===== src/rtl/sprite_line_scheduler_pkg.sv =====
// Shared types and helpers for the per-scanline sprite scheduler.
// AlienData field order matches the frame datagram, MSB first.
package sprite_line_scheduler_pkg;

  localparam int SPRITE_MAX_SIDE = 64;
  localparam int ALIEN_W         = 35;

  typedef struct packed {
    logic       _active;
    logic [1:0] _quadrant;
    logic [9:0] _x_pos;
    logic [9:0] _y_pos;
    logic [3:0] _r;
    logic [1:0] _type;
    logic [1:0] _frame;
    logic [1:0] _deriv_left;
    logic [1:0] _deriv_right;
  } AlienData;

  typedef struct packed {
    logic [9:0] x_pos;
    logic [9:0] y_pos;
    logic [3:0] r;
    logic [1:0] alien_type;
    logic [1:0] frame_num;
    logic [1:0] deriv_left;
    logic [1:0] deriv_right;
  } ScheduleSlot;

  // Sprites shrink by two pixels per size step: r = 0..15 gives 64..34.
  function automatic logic [6:0] side_of(input logic [3:0] r);
    return 7'(SPRITE_MAX_SIDE) - {2'b00, r, 1'b0};
  endfunction

endpackage


===== src/rtl/sprite_line_scheduler_slot_match.sv =====
// One display slot: horizontal/vertical range test plus the mirrored
// sprite-ROM address and half-dependent derivative for the current pixel.
module sprite_slot_match
  import sprite_line_scheduler_pkg::*;
(
  input  logic        slot_vld,
  input  logic        valid,
  input  logic [9:0]  h_cnt,
  input  logic [9:0]  line,
  input  logic [9:0]  x_pos,
  input  logic [9:0]  y_pos,
  input  logic [3:0]  r,
  input  logic [1:0]  deriv_left,
  input  logic [1:0]  deriv_right,
  output logic        hit,
  output logic [10:0] addr,
  output logic [1:0]  deriv
);

  logic [6:0] side;
  logic [5:0] half;
  logic [9:0] col_full;
  logic [9:0] row_full;
  logic       left;
  logic [4:0] colm;

  always_comb begin
    side     = side_of(r);
    half     = side[6:1];
    col_full = h_cnt - x_pos;
    row_full = line - y_pos;
    left     = col_full[5:0] < half;
    // Right half mirrors onto the left half so only 32 columns are stored.
    colm     = left ? col_full[4:0] : 5'(side[5:0] - 6'd1 - col_full[5:0]);
    hit      = slot_vld && valid
               && (h_cnt >= x_pos) && (col_full < 10'(side))
               && (line >= y_pos) && (row_full < 10'(side));
    deriv    = left ? deriv_left : deriv_right;
    addr     = {row_full[5:0], colm};
  end

endmodule


===== src/rtl/sprite_line_scheduler.sv =====
// Latches the frame object list in vblank, builds a sorted per-line slot
// list in hblank, and issues one registered sprite-ROM request per pixel.
module sprite_line_scheduler
  import sprite_line_scheduler_pkg::*;
#(
  parameter int QUADRANT  = 0,
  parameter int OBJ_LIMIT = 16,
  parameter int SLOTS     = 4,
  parameter int VGA_XRES  = 640,
  parameter int VGA_YRES  = 480,
  parameter int H_TOTAL   = 800,
  parameter int V_TOTAL   = 525
) (
  input  logic                       clk,
  input  logic                       rst,
  input  logic [9:0]                 h_cnt,
  input  logic [9:0]                 v_cnt,
  input  logic                       valid,
  input  logic [OBJ_LIMIT*ALIEN_W-1:0] obj_flat,
  input  logic                       frame_valid,
  output logic                       frame_ready,
  output logic                       hit,
  output logic [10:0]                pixel_addr,
  output logic [3:0]                 size_select,
  output logic [1:0]                 deriv_select,
  output logic [1:0]                 alien_type,
  output logic [1:0]                 frame_num,
  output logic                       line_overflow
);

  localparam int IW = (OBJ_LIMIT > 1) ? $clog2(OBJ_LIMIT) : 1;
  localparam int CW = $clog2(SLOTS + 1);

  typedef enum logic [1:0] {IDLE, SCAN, DONE} scan_state_e;

  AlienData    shadow_q [OBJ_LIMIT];
  AlienData    shadow_d [OBJ_LIMIT];
  ScheduleSlot build_q [SLOTS];
  ScheduleSlot build_d [SLOTS];
  ScheduleSlot disp_q [SLOTS];
  ScheduleSlot disp_d [SLOTS];
  logic [SLOTS-1:0] build_vld_q, build_vld_d, disp_vld_q, disp_vld_d;
  logic [CW-1:0]    cnt_q, cnt_d;
  logic [IW-1:0]    idx_q, idx_d;
  logic [9:0]       build_line_q, build_line_d, disp_line_q, disp_line_d;
  scan_state_e      state_q, state_d;
  logic             ovf_q, ovf_d;

  logic        hit_q, hit_d;
  logic [10:0] addr_q, addr_d;
  logic [3:0]  size_q, size_d;
  logic [1:0]  deriv_q, deriv_d, type_q, type_d, frame_q, frame_d;

  logic [9:0]  next_line;
  AlienData    cur;
  logic [6:0]  cur_side;
  logic        qualify;

  logic [SLOTS-1:0] slot_hit;
  logic [10:0]      slot_addr [SLOTS];
  logic [1:0]       slot_deriv [SLOTS];

  assign frame_ready = !rst && (v_cnt == 10'(VGA_YRES)) && (h_cnt == 10'd0);

  always_comb begin
    shadow_d     = shadow_q;
    build_d      = build_q;
    build_vld_d  = build_vld_q;
    disp_d       = disp_q;
    disp_vld_d   = disp_vld_q;
    cnt_d        = cnt_q;
    idx_d        = idx_q;
    build_line_d = build_line_q;
    disp_line_d  = disp_line_q;
    state_d      = state_q;
    ovf_d        = ovf_q;

    next_line = (v_cnt == 10'(V_TOTAL - 1)) ? 10'd0 : v_cnt + 10'd1;
    cur       = shadow_q[idx_q];
    cur_side  = side_of(cur._r);
    qualify   = cur._active && (cur._quadrant == 2'(QUADRANT))
                && ({1'b0, cur._y_pos} <= {1'b0, build_line_q})
                && ({1'b0, build_line_q} < {1'b0, cur._y_pos} + 11'(cur_side));

    if (frame_ready && frame_valid) begin
      for (int k = 0; k < OBJ_LIMIT; k++) begin
        shadow_d[k] = AlienData'(obj_flat[ALIEN_W*k +: ALIEN_W]);
      end
      ovf_d = 1'b0;
    end

    case (state_q)
      IDLE: begin
        if (h_cnt == 10'(VGA_XRES)) begin
          build_line_d = next_line;
          build_vld_d  = '0;
          cnt_d        = '0;
          idx_d        = '0;
          // Lines in vblank get an empty bank without scanning.
          state_d      = (next_line >= 10'(VGA_YRES)) ? DONE : SCAN;
        end
      end
      SCAN: begin
        if (qualify) begin
          if (cnt_q == CW'(SLOTS)) begin
            ovf_d = 1'b1;
          end else begin
            for (int s = 0; s < SLOTS; s++) begin
              if (cnt_q == CW'(s)) begin
                build_d[s].x_pos       = cur._x_pos;
                build_d[s].y_pos       = cur._y_pos;
                build_d[s].r           = cur._r;
                build_d[s].alien_type  = cur._type;
                build_d[s].frame_num   = cur._frame;
                build_d[s].deriv_left  = cur._deriv_left;
                build_d[s].deriv_right = cur._deriv_right;
                build_vld_d[s]         = 1'b1;
              end
            end
            cnt_d = cnt_q + CW'(1);
          end
        end
        idx_d = idx_q + IW'(1);
        if (idx_q == IW'(OBJ_LIMIT - 1)) state_d = DONE;
      end
      default: ;
    endcase

    if (h_cnt == 10'(H_TOTAL - 1)) begin
      disp_d      = build_q;
      disp_vld_d  = build_vld_q;
      disp_line_d = build_line_q;
      build_vld_d = '0;
      cnt_d       = '0;
      state_d     = IDLE;
    end
  end

  for (genvar gi = 0; gi < SLOTS; gi++) begin : g_slot
    sprite_slot_match u_match (
      .slot_vld    (disp_vld_q[gi]),
      .valid       (valid),
      .h_cnt       (h_cnt),
      .line        (disp_line_q),
      .x_pos       (disp_q[gi].x_pos),
      .y_pos       (disp_q[gi].y_pos),
      .r           (disp_q[gi].r),
      .deriv_left  (disp_q[gi].deriv_left),
      .deriv_right (disp_q[gi].deriv_right),
      .hit         (slot_hit[gi]),
      .addr        (slot_addr[gi]),
      .deriv       (slot_deriv[gi])
    );
  end

  // Walk downwards so the lowest (nearest) slot is the last one written.
  always_comb begin
    hit_d   = 1'b0;
    addr_d  = '0;
    size_d  = '0;
    deriv_d = '0;
    type_d  = '0;
    frame_d = '0;
    for (int s = SLOTS - 1; s >= 0; s--) begin
      if (slot_hit[s]) begin
        hit_d   = 1'b1;
        addr_d  = slot_addr[s];
        size_d  = disp_q[s].r;
        deriv_d = slot_deriv[s];
        type_d  = disp_q[s].alien_type;
        frame_d = disp_q[s].frame_num;
      end
    end
  end

  always_ff @(posedge clk) begin
    if (rst) begin
      shadow_q     <= '{default: '0};
      build_q      <= '{default: '0};
      disp_q       <= '{default: '0};
      build_vld_q  <= '0;
      disp_vld_q   <= '0;
      cnt_q        <= '0;
      idx_q        <= '0;
      build_line_q <= '0;
      disp_line_q  <= '0;
      state_q      <= IDLE;
      ovf_q        <= 1'b0;
      hit_q        <= 1'b0;
      addr_q       <= '0;
      size_q       <= '0;
      deriv_q      <= '0;
      type_q       <= '0;
      frame_q      <= '0;
    end else begin
      shadow_q     <= shadow_d;
      build_q      <= build_d;
      disp_q       <= disp_d;
      build_vld_q  <= build_vld_d;
      disp_vld_q   <= disp_vld_d;
      cnt_q        <= cnt_d;
      idx_q        <= idx_d;
      build_line_q <= build_line_d;
      disp_line_q  <= disp_line_d;
      state_q      <= state_d;
      ovf_q        <= ovf_d;
      hit_q        <= hit_d;
      addr_q       <= addr_d;
      size_q       <= size_d;
      deriv_q      <= deriv_d;
      type_q       <= type_d;
      frame_q      <= frame_d;
    end
  end

  assign hit           = hit_q;
  assign pixel_addr    = addr_q;
  assign size_select   = size_q;
  assign deriv_select  = deriv_q;
  assign alien_type    = type_q;
  assign frame_num     = frame_q;
  assign line_overflow = ovf_q;

endmodule


===== config.mk =====
export PLATFORM = sky130hd
export DESIGN_NAME = sprite_line_scheduler
export DESIGN_NICKNAME = d
export VERILOG_FILES = /design/src/rtl/sprite_line_scheduler_pkg.sv /design/src/rtl/sprite_line_scheduler_slot_match.sv /design/src/rtl/sprite_line_scheduler.sv
export SDC_FILE = /design/constraint.sdc
export NUM_CORES = 2
export LEC_CHECK = 0
export CAP_MARGIN = 20
export CORE_MARGIN = 10
export CORE_UTILIZATION = 38
export CTS_BUF_LIST = sky130_fd_sc_hd__clkbuf_16
export DETAILED_ROUTE_END_ITERATION = 8
export HOLD_SLACK_MARGIN = 0.06
export PLACE_DENSITY = 0.6
export SLEW_MARGIN = 20
export SYNTH_ARGS = -nofsm -noshare
export SYNTH_HDL_FRONTEND = slang
export SYNTH_HIERARCHICAL = 1
export SYNTH_SLANG_ARGS = --single-unit

===== constraint.sdc =====
create_clock -name clk -period 17.28 [get_ports clk]
set_input_delay 1.728 -clock clk [delete_from_list [all_inputs] [get_ports clk]]
set_output_delay 1.728 -clock clk [all_outputs]
set_load 0.03 [all_outputs]

# ---- Word level (Yosys, flattened, before mapping)
# Cells that the tools add are included.
dict set report word_totals {
  elab_cells 388
  output_inout_bits 24
  inputBits 584
  regBits 876
  mem_bits_ro 0
  latchBits 0
  mem_bits_rw 0
  mem_count 0
}
dict set report op_classes {
  n_div 0
  shift 0
  reduce_logical 45
  muxes 57
  n_bitwise 2
  n_mul 0
  order_cmp 24
  eq_ne 18
  addsub 25
}
# op n
set ops {}
lappend ops {{35-bit binary-select mux with 4-bit select} 1}
lappend ops {{10-bit >= comparator} 8}
lappend ops {{10-bit by 7-bit less-than comparator with 1-bit output} 8}
lappend ops {{10-bit subtractor} 8}
lappend ops {{35-bit two-way mux} 2}
lappend ops {{11-bit two-way mux} 4}
lappend ops {{2-bit two-way mux} 19}
lappend ops {{7-bit by 5-bit subtractor with 7-bit output (first input constant)} 5}
lappend ops {{10-bit equality test (second input constant)} 3}
lappend ops {{4-bit two-way mux} 7}
lappend ops {{1-bit logical AND} 26}
lappend ops {{6-bit less-than comparator} 4}
lappend ops {{5-bit two-way mux} 4}
lappend ops {{4-bit AND reduction} 5}
lappend ops {{5-bit AND reduction} 4}
lappend ops {{5-bit by 1-bit subtractor with 5-bit output (second input constant)} 4}
lappend ops {{5-bit subtractor} 4}
lappend ops {{2-bit inequality test (second input constant)} 8}
lappend ops {{4-bit one-hot mux with 2 select lines} 2}
lappend ops {{1-bit two-way mux} 12}
lappend ops {{10-bit by 7-bit adder with 11-bit output} 1}
lappend ops {{10-bit by 11-bit less-than comparator with 1-bit output} 1}
lappend ops {{10-bit by 1-bit adder with 10-bit output (second input constant)} 1}
lappend ops {{10-bit by 9-bit equality test with 1-bit output (second input constant)} 1}
lappend ops {{other kinds (24)} 29}

# ---- Depth between registers and ports, before layout
dict set report logic_depth {
  depth_word 10
  depth_mapped 27
  ltp_nobuf 23
}

# ---- Cells and area by module
# The synthesis kept the hierarchy.
# module instances area_each_um2 cells_each
set modules_own_cells {}
lappend modules_own_cells {sprite_line_scheduler 1 35659.2 4103}
lappend modules_own_cells {{sprite_slot_match (g_slot[1].u_match ...)} 2 1589.0 212}
lappend modules_own_cells {{sprite_slot_match (g_slot[3].u_match)} 1 1661.6 228}
lappend modules_own_cells {{sprite_slot_match (g_slot[0].u_match)} 1 1552.7 209}

# ---- Least setup slack after synthesis
# Ideal clock, no wire load.
dict set report synth_path {
  path_type {register to register}
  start {reg idx_q[0]}
  end {reg build_q[19] in the netlist's numbering}
  setup_slack_ns 11.591
  arrival_ns 5.562
  setup_time_ns 0.128
  n_path_buf 7
  path_stages_with_launch 24
  required_ns 17.152
  path_cell_list {dfxtp_1 -> buf_2 -> buf_6 -> buf_4 -> buf_6 -> buf_2 -> mux4_2 -> mux4_2 -> ha_1 -> fa_1 -> a21o_1 -> a21oi_1 -> o21bai_1 -> a21oi_1 -> xor2_1 -> ha_1 -> a21o_1 -> a211oi_1 -> o2bb2ai_1 -> o2111a_1 -> buf_6 -> buf_12 -> mux2i_1 -> nor2_1}
}
# item line_no
set synth_lines {}
lappend synth_lines {{from (decl)} sprite_line_scheduler.sv:44} ;# logic [IW-1:0] idx_q, idx_d;
lappend synth_lines {{from (signal assigned)} sprite_line_scheduler.sv:202} ;# idx_q <= idx_d;
lappend synth_lines {{to (signal assigned)} sprite_line_scheduler.sv:197} ;# build_q <= build_d;
lappend synth_lines {{to (decl)} sprite_line_scheduler.sv:38} ;# ScheduleSlot build_q [SLOTS];

# ---- Final worst setup path
dict set report layout_path {
  start {reg idx_q[0]}
  end {reg build_q[60] in the netlist's numbering}
}
dict set report layout_via {
  elab_chain_cells 9
  elab_cells_between_ends 13
  classes_between {add/sub (2); order compare (2); mux (3); bitwise (1); reduce/logical (5)}
}
# item line_no
set layout_rtl {}
lappend layout_rtl {{4-bit NOT with 5-bit output (not written as such) *} sprite_line_scheduler.sv:79} ;# cur = shadow_q[idx_q];
lappend layout_rtl {{35-bit binary-select mux with 4-bit select *} sprite_line_scheduler.sv:79}
lappend layout_rtl {{35-bit two-way mux (not written as such) * (2 in series)} sprite_line_scheduler.sv:79}
lappend layout_rtl {{7-bit by 5-bit subtractor with 7-bit output or 2-bit zero test (tied branches)} {sprite_line_scheduler_pkg.sv:32, sprite_line_scheduler.sv:81}}
lappend layout_rtl {{10-bit by 7-bit adder with 11-bit output or 1-bit logical AND (tied branches)} {sprite_line_scheduler.sv:83, sprite_line_scheduler.sv:81}}
lappend layout_rtl {{10-bit by 11-bit less-than comparator with 1-bit output or 1-bit logical AND (tied branches)} {sprite_line_scheduler.sv:83, sprite_line_scheduler.sv:82}}
lappend layout_rtl {{1-bit logical AND} sprite_line_scheduler.sv:83} ;# && ({1'b0, build_line_q} < {1'b0, cur._y_pos} + 11'(cur_side));
lappend layout_rtl {{4-bit AND reduction (no line)} -}
# Mark *: on every way between the ends. The rest lies on a longest branch, timed or not. The select of a mux whose other input is x is not followed.
# A chain may end at the register's enable or synchronous reset.

==> impl_metrics.py <==
metrics = {
    "status": {
        "status": "completed",
    },
    "critical_path": {
        "reg2reg_to": "build_q[60]$_SDFFE_PP0P_",
        "critPathMaxFanout": 42,
        "r2r_cells": 22,
        "critPathRequiredTime_ns": 17.81,
        "crit_path_start_kind": "register",
        "cp.arrival_ns": 7.76,
        "r2r-start": "idx_q[0]$_SDFFE_PP0P_",
        "endpoint_kind": "register",
        "path_class": "reg -> reg",
        "reg2reg_setup_slack_ns": 10.05,
    },
    "drt": {
        "num_vias": 37300,
        "drcViolationCount": 0,
        "first_iter_violations": 3386,
        "routed_wl_um": 170000,
        "antenna_left": 0,
        "via_per_inst": 5.34,
        "firstDrtPassIters": 5,
        "avgRoutedWirePerCell_um": 24.3,
    },
    "synth": {
        "synthCells": 4964,
        "yosys.area.top_type": "dfxtp_1",
        "ys_ff_latch": 876,
        "synth_async_sr_flop_share_pct": 0,
        "ys.flop_type": "dfxtp_1",
        "synth_area_um2": 42100,
        "post_synth_most_frequent_cells": "nand2_1 (1,476), dfxtp_1 (876), a21oi_1 (799), clkbuf_1 (277), nor2_1 (241)",
        "synth_nets": 5752,
        "yosysTopAreaCellShare_pct": 41.7,
        "synth-seq-area-share_pct": 41.7,
        "synth_edf_count": 0,
        "yosysWarningCount": 6,
        "syn_avg_cell_area_um2": 8.47,
        "synth_area_leaders": "dfxtp_1 (42%), nand2_1 (13%), a21oi_1 (9.5%)",
        "ys_types": 95,
        "yosysMostFrequentCell": "nand2_1",
    },
    "finish": {
        "n_fill_cell": 10800,
        "final_core_util_pct": 47.9,
        "drive_above_1_share_pct": 7.26,
        "fin_nets": 6173,
        "syn_to_final_growth_pct": 24.5,
    },
    "floorplan": {
        "die_y_um": 353,
        "initial_core_util_pct": 38.5,
        "ios": 608,
        "core-area_um2": 109000,
        "rows": 121,
        "die_w_um": 353,
        "die_area_um2": 124000,
    },
    "clock_tree": {
        "post-cts-setup-buffers": 0,
        "numClockSinks": 876,
        "cts_buffer_depth": 3,
        "path_clk_slew_ns": 0.06,
        "cts_made_buffers": 98,
        "cts_hold_buf": 0,
        "cts_root_buf": "clkbuf_16",
        "cts_tree": "yes",
        "h-tree-depth": 3,
        "post_cts_resized": 0,
        "clk_latency_ns": 0.70,
    },
    "power": {
        "p_leak_nw": 18.6,
        "seq_power_share_pct": 45.4,
        "swShare_pct": 23.3,
        "switchingPower_mw": 1.04,
        "internal-power_mw": 3.41,
        "power_density_nw_per_um2": 85.0,
        "clkPwrFrac_pct": 48.1,
        "pwr-share-comb_pct": 6.5,
        "ir_worst_vdd_mv": 0.0668,
    },
    "placement": {
        "dp_hpwl_um": 130000,
        "port_buffers": 607,
        "gp_congestion": 0.912,
    },
    "timing": {
        "max_freq_ghz": 0.138,
        "period_minus_slack_ns": 7.23,
        "finalCritPeriodShare_pct": 41.8,
        "drv_slew": 0,
        "clock_skew_ns": 0.0839,
        "setup_viol": 0,
        "finalHoldViolCount": 0,
        "tightest_slew_ns": 1.10,
        "max-slew-margin-rel_pct": 25.8,
        "tns_ns": 0,
        "grt_setup_unrepaired": "false",
    },
    "global_route": {
        "grt.total_usage_pct": 26.0,
        "grt_pass1_vias": 36100,
        "gr-total-overflow": 0,
        "grt_first_pass_wirelength_um": 244000,
        "antenna_found_initial": 75,
        "grt_max_degree": 189,
    },
    "min_path": {
        "whs_path_depth": 2,
        "hold_path.class": "reg -> reg",
        "holdPathEnd": "shadow_q[153]$_SDFFE_PP0P_",
        "min-delay-start": "shadow_q[153]$_SDFFE_PP0P_",
    },
    "job": {
        "maxCapViolCount": 0,
    },
}
## cell usage in the layout (no fill, tap or decap), types with 9 or more instances in the layout
cell type,netlist,routed
a211oi_1,25,25
a21o_1,30,30
a21oi_1,799,799
a221oi_1,11,11
a22oi_1,13,13
a31oi_1,9,9
and3_1,11,11
buf_4,2,32
bufinv_16,0,12
clkbuf_16,0,100
clkdlybuf4s50_1,0,606
clkinv_1,1,24
clkinv_2,0,19
dfxtp_1,876,872
diode_2,0,31
fa_1,13,13
ha_1,191,191
inv_1,175,192
mux2_1,9,9
mux2_2,13,13
mux2i_1,137,137
mux4_2,155,155
nand2_1,1476,1476
nand2b_1,25,25
nand3_1,27,27
nand4_1,22,22
nor2_1,241,241
nor2b_1,23,23
nor3_1,34,33
nor3b_1,13,13
nor4_1,10,9
o21a_1,25,25
o21ai_0,30,30
o21ai_1,13,13
o22ai_1,14,14
xnor2_1,44,44
xor2_1,21,21
## per-stage QoR
stage | setup WS (ns) | cells | power (mW) | area, um^2 | hold slack [ns]
after floorplan | 11.59 | 4964 | 2.16 | 42100 | 0.426
after global placement | 9.84 | 6760 | 2.35 | 49000 | 0.434
after detailed placement | 9.75 | 6760 | 2.35 | 49000 | 0.440
after CTS | 9.75 | 6944 | 4.48 | 52300 | 0.446
after global routing | 9.56 | 6969 | 4.58 | 52300 | 0.459
final | 10.05 | 6976 | 4.45 | 52400 | 0.446
## cells by family after synthesis
family	count (synthesis)	synth area share, %
simple gates	1939	18.8
compound gates	1058	14.4
flops	876	41.7
buf+inv	503	4.98
mux	319	12.5
fa+ha+maj	204	6.30
xor+xnor	65	1.35
## worst max-delay path by stage
stage / from / to / slack, ns
2_1_floorplan: idx_q[0]$_SDFFE_PP0P_ / build_q[19]$_SDFFE_PP0P_ / 11.59
3_3_place_gp: idx_q[0]$_SDFFE_PP0P_ / build_q[11]$_SDFFE_PP0P_ / 9.84
3_5_place_dp: idx_q[0]$_SDFFE_PP0P_ / build_q[13]$_SDFFE_PP0P_ / 9.75
4_1_cts: idx_q[0]$_SDFFE_PP0P_ / build_q[8]$_SDFFE_PP0P_ / 9.75
5_1_grt: idx_q[0]$_SDFFE_PP0P_ / build_q[57]$_SDFFE_PP0P_ / 9.56
6_report: idx_q[0]$_SDFFE_PP0P_ / build_q[60]$_SDFFE_PP0P_ / 10.05
## registers in the layout, summed over array words and instances (netlist names), 2 cells and up
signal	count
shadow_q	560
size_select	4
frame_num	2
idx_q	4
disp_vld_q	4
build_vld_q	4
disp_q	128
build_q	128
pixel_addr	11
deriv_select	2
build_line_q	10
disp_line_q	10
alien_type	2
cnt_q	3
state_q	2
## worst max-delay path, cell delays in order, from the launching register on
cell       delay [ns]
dfxtp_4          0.94
buf_4            0.77
mux4_2           0.61
mux4_2           0.58
inv_1            0.09
ha_1             0.26
ha_1             0.28
a21o_1           0.18
a21oi_1          0.23
nor2b_1          0.12
nor2_1           0.11
nor2_1           0.05
nor2_1           0.10
xor2_1           0.16
ha_1             0.26
a21o_1           0.19
a21o_1           0.17
a211oi_1         0.22
o2bb2ai_1        0.42
o2111ai_4        0.58
buf_4            0.46
mux2i_1          0.20
nor2_1           0.05
## power by group through the flow
stage / clock, mW / sequential, mW / combinational (mW)
finish: 2.14 / 2.02 / 0.289
global route: 2.26 / 2.02 / 0.306
CTS: 2.17 / 2.02 / 0.288
detailed placement: 0 / 2.06 / 0.286
global placement: 0 / 2.06 / 0.287
floorplan: 0 / 2.06 / 0.0994
## layout make-up
type                    instances  area (um^2)  area share (%)
diodes                         31         77.6           0.148
clock buffers                 100         2500            4.78
clock inverters                84          801            1.53
inverters                     178          668            1.28
multi-input cells            3585        22500            42.9
flip-flops and latches        876        17500            33.5
well taps                    1476         1850            3.53
repair buffers                646         6440            12.3
## per-layer routing
metal	wire [um]	GRT usage (%)
met5	437	0
met4	7880	11.3
met3	12900	7.09
met2	79400	42.5
met1	69100	31.8
Note: power is estimated with default switching activity, not from simulation.
